$ cat src/rtl/ifetch_cache_pkg.sv
// Shared core definitions for the instruction-fetch cache: the NOP
// instruction injected on stalls and the fill FSM state encoding.
package ifetch_cache_pkg;

    // addi x0, x0, 0
    localparam logic [31:0] NOP = 32'h00000013;

    typedef enum logic [1:0] {
        ST_IDLE = 2'd0,
        ST_REQ  = 2'd1,
        ST_FILL = 2'd2
    } fetch_state_e;

endpackage

$ cat src/rtl/ifetch_cache_array.sv
// Tag and data storage for the direct-mapped fetch cache.
// One combinational read port for lookup, one synchronous write port for fills.
// Contents are not reset; validity is tracked by the owner of this array.
module icache_array #(
    parameter int LINES = 16,
    parameter int IDX_W = 4,
    parameter int TAG_W = 26
) (
    input  logic             clk,
    input  logic [IDX_W-1:0] rd_idx_i,
    output logic [TAG_W-1:0] rd_tag_o,
    output logic [31:0]      rd_data_o,
    input  logic             wr_en_i,
    input  logic [IDX_W-1:0] wr_idx_i,
    input  logic [TAG_W-1:0] wr_tag_i,
    input  logic [31:0]      wr_data_i
);

    logic [TAG_W-1:0] tag_q  [LINES];
    logic [31:0]      data_q [LINES];

    // Fill write: tag and word land together in the indexed line.
    always_ff @(posedge clk) begin
        if (wr_en_i) begin
            tag_q[wr_idx_i]  <= wr_tag_i;
            data_q[wr_idx_i] <= wr_data_i;
        end
    end

    assign rd_tag_o  = tag_q[rd_idx_i];
    assign rd_data_o = data_q[rd_idx_i];

endmodule

$ cat src/rtl/ifetch_cache.sv
// Direct-mapped, one-word-per-line instruction fetch cache.
// Hits return data in the same cycle; misses stall the core, issue a single
// word read and refill the line. A flush during an outstanding read lets the
// read finish but discards its data so stale code is never validated.
module ifetch_cache
    import ifetch_cache_pkg::*;
#(
    parameter int LINES = 16
) (
    input  logic        clk,
    input  logic        rst,
    input  logic [31:0] i_iaddr,
    output logic [31:0] o_inst,
    output logic        o_stall,
    input  logic        i_flush,
    output logic        o_mreq,
    output logic [31:0] o_maddr,
    input  logic        i_mack,
    input  logic [31:0] i_mdata
);

    localparam int IDX_W = $clog2(LINES);
    localparam int TAG_W = 30 - IDX_W;

    fetch_state_e     state_q;
    logic [LINES-1:0] valid_q;
    logic             drop_q;
    logic             mreq_q;
    logic [31:0]      maddr_q;

    logic [IDX_W-1:0] req_idx;
    logic [TAG_W-1:0] req_tag;
    logic [IDX_W-1:0] fill_idx;
    logic [TAG_W-1:0] fill_tag;
    logic [TAG_W-1:0] rd_tag;
    logic [31:0]      rd_data;
    logic             hit;
    logic             fill_we;
    logic             unused_addr_lsb;

    assign req_idx  = i_iaddr[IDX_W+1:2];
    assign req_tag  = i_iaddr[31:IDX_W+2];
    assign fill_idx = maddr_q[IDX_W+1:2];
    assign fill_tag = maddr_q[31:IDX_W+2];
    assign unused_addr_lsb = ^i_iaddr[1:0];

    assign hit     = (state_q == ST_IDLE) && valid_q[req_idx] && (rd_tag == req_tag) && !i_flush;
    // A flush in the same cycle as the acknowledge also kills the write.
    assign fill_we = (state_q == ST_REQ) && i_mack && !drop_q && !i_flush;

    assign o_inst  = hit ? rd_data : NOP;
    assign o_stall = !hit;
    assign o_mreq  = mreq_q;
    assign o_maddr = maddr_q;

    icache_array #(
        .LINES (LINES),
        .IDX_W (IDX_W),
        .TAG_W (TAG_W)
    ) u_array (
        .clk       (clk),
        .rd_idx_i  (req_idx),
        .rd_tag_o  (rd_tag),
        .rd_data_o (rd_data),
        .wr_en_i   (fill_we),
        .wr_idx_i  (fill_idx),
        .wr_tag_i  (fill_tag),
        .wr_data_i (i_mdata)
    );

    // Miss/fill sequencing, valid bits and registered memory request.
    always_ff @(posedge clk) begin
        if (rst) begin
            state_q <= ST_IDLE;
            valid_q <= '0;
            drop_q  <= 1'b0;
            mreq_q  <= 1'b0;
            maddr_q <= '0;
        end else begin
            if (i_flush) begin
                valid_q <= '0;
            end else if (fill_we) begin
                valid_q[fill_idx] <= 1'b1;
            end

            case (state_q)
                ST_IDLE: begin
                    drop_q <= 1'b0;
                    if (!hit && !i_flush) begin
                        maddr_q <= {i_iaddr[31:2], 2'b00};
                        mreq_q  <= 1'b1;
                        state_q <= ST_REQ;
                    end
                end
                ST_REQ: begin
                    if (i_flush) begin
                        drop_q <= 1'b1;
                    end
                    if (i_mack) begin
                        mreq_q  <= 1'b0;
                        state_q <= ST_FILL;
                    end
                end
                ST_FILL: begin
                    drop_q  <= 1'b0;
                    state_q <= ST_IDLE;
                end
                default: begin
                    mreq_q  <= 1'b0;
                    state_q <= ST_IDLE;
                end
            endcase
        end
    end

endmodule

$ cat config.mk
export PLATFORM = sky130hd
export DESIGN_NAME = ifetch_cache
export DESIGN_NICKNAME = d
export VERILOG_FILES = /design/src/rtl/ifetch_cache_pkg.sv /design/src/rtl/ifetch_cache_array.sv /design/src/rtl/ifetch_cache.sv
export SDC_FILE = /design/constraint.sdc
export NUM_CORES = 1
export LEC_CHECK = 0
export CAP_MARGIN = 20
export CORE_ASPECT_RATIO = 0.5
export CORE_MARGIN = 2
export CORE_UTILIZATION = 30
export DETAILED_ROUTE_END_ITERATION = 6
export PLACE_DENSITY = 0.57
export SETUP_SLACK_MARGIN = 0.4
export SYNTH_ARGS = -nofsm -noshare
export SYNTH_HDL_FRONTEND = slang
export SYNTH_SLANG_ARGS = --single-unit
$ cat constraint.sdc
create_clock -name clk -period 10.15 [get_ports clk]
set_input_delay 2.5375 -clock clk [delete_from_list [all_inputs] [get_ports clk]]
set_output_delay 2.5375 -clock clk [all_outputs]
set_load 0.02 [all_outputs]
Word level (Yosys, flattened, before mapping). Memory sizes are Yosys's and may differ from the RTL's. Index checks and enable logic that the tools add are counted. W data, S select, Z words.

Logic and storage cells: 52. Memories kept: 2. Bits of input ports: 68. Register bits: 50. Bits in writable memories: 928. Output and inout port bits: 66.

Equal/unequal tests: 6. Reduce and logical (&&, ||, !) cells: 19. Bitwise gates (word level): 2. Order comparisons: 3. Mux-type cells: 15.

Memory list: u_array.data_q (words 16, width 32, rd ports 1, clocked after memory_dff 0, write ports 1, line ifetch_cache_array.sv:20) `logic [31:0] data_q [LINES];`; u_array.tag_q (words 16, width 26, rd ports 1, clocked after memory_dff 0, write ports 1, line ifetch_cache_array.sv:19) `logic [TAG_W-1:0] tag_q [LINES];`.

Operators by type and width (number): $mux W32 (1); $eq A26 B26 Y1 (1); $or A16 B16 Y16 (1); $lt A4 B5 Y1 const B (2); $logic_and A1 B1 Y1 (8); $mux W1 (7); $reduce_and A2 Y1 (3); $bmux W1 S4 (1); $demux W1 S4 (1); $ge A4 B1 Y1 const B (1); $mux W2 (2); $ne A2 B2 Y1 const B (2); $pmux W2 S2 (1); $reduce_or A2 Y1 (2); $logic_not A1 Y1 (3); $pmux W1 S3 (1); $reduce_and A3 Y1 (1); $eq A2 B1 Y1 const B (1); $eq A2 B2 Y1 const B (1); $logic_not A2 Y1 (1); $ne A2 B1 Y1 const B (1); $pmux W1 S2 (1); $reduce_bool A2 Y1 (1); $not A1 Y1 (1).

Logic depth before layout (Yosys ltp).
Word-level depth: 9. Mapped depth: 14. Depth with buffers taken out: 8.

Hierarchy. From an unflattened synthesis, not the netlist that was laid out.

Cell total of the unflattened synthesis: 1730. Area, all modules: 37460.9 sq um.

Modules (own cells, without submodules): icache_array (times used 1, seq. area each 27866.7 sq um, cells an instance 1438, area an instance 34730.8 sq um); ifetch_cache (times used 1, seq. area each 1001.0 sq um, cells an instance 292, area an instance 2730.1 sq um).

Least setup slack after synthesis. No wires, ideal clock.

Kind: input to output. Start point: input port i_iaddr[2]. End point: output port o_inst[22]. Cell stages on the path: 10. Data required time: 7613 ps. Slack: 2170 ps. Buffers on the path: 7. Arrival: 5442 ps. Path through: buf_6 -> buf_12 -> buf_4 -> buf_4 -> buf_2 -> buf_1 -> buf_4 -> mux4_2 -> mux4_2 -> nor2b_1.

Word-level cells in the longest chain between the ends: 6. Elaborated cells between the ends (all ways): 9. Classes of those cells: 1 x eq/ne; 3 x mux; 3 x reduce/logical; 2 x memory.

RTL lines: start, declared (line ifetch_cache.sv:12) `input logic [31:0] i_iaddr,`; parallel branches: the longest is 5 deep, another holds $mem_v2 Z16 W26; $mux W32 (*) (line ifetch_cache.sv:51) `assign o_inst = hit ? rd_data : NOP;`; end, declared (line ifetch_cache.sv:13) `output logic [31:0] o_inst,`.

Mark *: on every way between the ends. The select of a mux whose other input is x is not followed.

Worst setup path in the final report.
Start point: input port i_iaddr[2]. End point: output port o_inst[19].

Same word-level chain as after synthesis.

==> qor.csv <==
stage,metric,value,unit
final_layout,multiInputGateArea,9324,um^2
routing,dr.first_iter.drc_count,1613,
clock_tree,root_buffer,clkbuf_16,
floorplan,start_util,0.3017,
floorplan,die-area,132200,um^2
routing,wire_per_inst,25.00,um
timing,finalSetupTns,0,ps
timing,period_minus_slack,9317,ps
clock_tree,cts_inserted_buffers,97,
timing,max_clock_freq,107.3,MHz
synth,synthArstFlopShare,0,
clock_tree,cts_hold_buffers,0,
routing,antenna_left,0,
synth,synthDistinctLibCells,72,
timing,finClkSkew,16.10,ps
timing,slew_viol_final,0,
global_route,grt_max_degree,94,
global_route,grtUsageMet3,0.02383,
timing,final_hold_viol_count,0,
global_route,grt.overflow.total,0,
final_layout,stdcell_count,3780,
synth,synth_edf_count,928,
final_layout,final_util,0.3524,
setup_path,start_kind,input port,
pwr,total_power,8.498,mW
timing,layout_setup_ws,833.5,ps
timing,min_period_over_period,0.9179,
final_layout,drive_above_1_share,0.2495,
placement,portBuffers,129,
timing,worstMarginPinSlew,1137,ps
routing,drt_pass1_iterations,5,
placement,post-place-ws,732.6,ps
timing,relSlewSlack,0.2417,
routing,drc_errors,0,
synth,yosysSeqAreaShare,0.7449,
clock_tree,path_clk_slew,60,ps
pwr,p_leak,14.54,nW
min_path,hp-class,register to register,
clock_tree,htree_num_levels,3,
final_layout,nets,2053,
floorplan,rows,93,
synth,ys_ff_latch,978,
final_layout,area_delta_synth_final,16.83,%
global_route,grt_pass1_wl,136500,um
clock_tree,cts_tree,yes,
pwr,vdd_drop_max,124.7,uV
global_route,grt_pass1_vias,19130,
synth,yosys_warnings,0,
global_route,use_met2,0.2416,
routing,num_vias,18740,
floorplan,die_y,258.1,um
floorplan,io-pin-count,134,
timing,setup-violations-final,0,
final_layout,seq_area,28870,um^2
global_route,use_met1,0.1875,
floorplan,die_w,512.3,um
global_route,antenna_found_initial,7,
routing,finalWirelength,94490,um
setup_path,worstPathRequired,7610,ps
clock_tree,cts_setup_buffers,0,
clock_tree,cts_sinks,978,
timing,rsz0062_at_grt,no,
global_route,grt.busiest_layer,met2,
floorplan,core-area,128500,um^2
routing,vias_per_cell,4.957,
run_status,outcome,finished clean,
placement,gp_congestion,0.7162,
setup_path,cp.arrival,6780,ps
clock_tree,clk_path_buf_depth,3,
synth,syn_area_per_cell,21.58,um^2
run,cap_violations,0,
synth,syn_inst,1796,
final_layout,nFillCells,11900,
clock_tree,cts_resized,0,
placement,dp.cells,3594,
setup_path,endpoint_kind,primary output,
setup_path,path_max_fanout,53,
placement,hpwlAfterDp,49840,um
synth,synth_flop_cell,edfxtp_1,
setup_path,worstSetupPathType,input port to primary output,
synth,synth_area,38750,um^2
global_route,grt_use_total,0.1414,
pwr,p_per_area,187.7,nW/um^2
clock_tree,clk_latency,660,ps
## layout by cell type (no fill, tap or decap), drive strengths merged, types with 4 or more instances in the layout
| master | netlist | routed |
|---|---|---|
| o21ai | 5 | 5 |
| a21oi | 4 | 4 |
| buf | 66 | 71 |
| o21a | 16 | 16 |
| xnor2 | 21 | 21 |
| a22oi | 4 | 4 |
| nor2 | 82 | 82 |
| nand4 | 7 | 7 |
| or2 | 5 | 5 |
| mux4 | 262 | 262 |
| inv | 6 | 12 |
| nor4 | 9 | 9 |
| and3 | 32 | 32 |
| nand2b | 8 | 8 |
| clkdlybuf4s50 | 0 | 121 |
| mux2i | 57 | 57 |
| xor2 | 4 | 4 |
| nand2 | 5 | 5 |
| nand3b | 29 | 29 |
| nor3 | 10 | 10 |
| bufinv | 0 | 7 |
| nor2b | 37 | 37 |
| and2b | 26 | 26 |
| clkbuf | 32 | 131 |
| nand3 | 7 | 7 |
| a2111o | 29 | 29 |
| dfxtp | 50 | 50 |
| or3 | 9 | 9 |
| clkinv | 0 | 35 |
| edfxtp | 928 | 928 |
## stage by stage
stage	area [um^2]	hold WS, ps
after floorplan	38760	435.4
after global placement	42140	441.1
after detailed placement	42160	448.4
after CTS	45250	462.0
after global routing	45270	469.0
final	45280	460.9
## routing by layer
metal	vias up	wire length, um
met5	-	45
li1	7923	-
met2	423	47670
met4	8	1977
met1	10250	40860
met3	135	3933
## cell usage after synthesis, drive strengths merged, types with 10 or more instances
cell / count / area share
edfxtp: 928 / 0.72
mux4: 262 / 0.15
nor2: 82 / 0.0079
buf: 66 / 0.012
mux2i: 57 / 0.015
dfxtp: 50 / 0.026
nor2b: 37 / 0.0060
and3: 32 / 0.0057
clkbuf: 32 / 0.0041
a2111o: 29 / 0.0084
nand3b: 29 / 0.0056
and2b: 26 / 0.0055
xnor2: 21 / 0.0047
o21a: 16 / 0.0031
nor3: 10 / 0.0014
## flip-flops by register name, indices dropped and copies added, names as in the netlist
name and flops:
drop_q 1, o_maddr 30, o_mreq 1, state_q 2, u_array.data_q 512, u_array.tag_q 416, valid_q 16
## kinds of logic (layout without fill, tap and decap cells)
logic type,count (synthesis),count (layout),synth area share
other cells,1,4,0.00009677
xor+xnor,25,25,0.005650
flops,978,978,0.7449
simple gates,279,279,0.04378
buf+inv,109,380,0.01756
compound gates,84,84,0.01924
mux,320,320,0.1687
## final timing paths
kind | from | to | slack, ps | cells after the start
max | i_iaddr[2] | o_inst[19] | 830 | 12
min reg2reg | valid_q[10] | valid_q[10] | 460 | 1
max reg2reg | state_q[0] | u_array.data_q[2][9] | 6350 | 6
min | valid_q[10] | valid_q[10] | 460 | 1
## worst max-delay path, cell delays in order
cell	delay [ps]
buf_8	440
buf_4	320
mux4_2	520
mux2i_1	180
xnor2_1	100
nor3b_2	320
o2111ai_2	210
nor4_4	500
nand4b_4	410
buf_4	370
nor2b_1	150
clkdlybuf4s50_1	630
## where the power goes
part           leakage [nW]  total [mW]  internal (mW)  switching (mW)
sequential             8.79        4.54           4.48          0.0656
clock                  1.51        3.50           2.00            1.50
combinational          4.23       0.456          0.210           0.245
total                  14.5        8.50           6.69            1.81
## final cells by class
cell class | count | area share
tap | 1710 | 0.04726
antenna | 2 | 0.0001105
sequential | 978 | 0.6376
multi-input combinational | 710 | 0.2059
inverter | 6 | 0.0005527
timing repair buffer | 192 | 0.04021
clock buffer | 131 | 0.05803
clock inverter | 51 | 0.01031
Note: power is estimated with default switching activity, not from simulation.
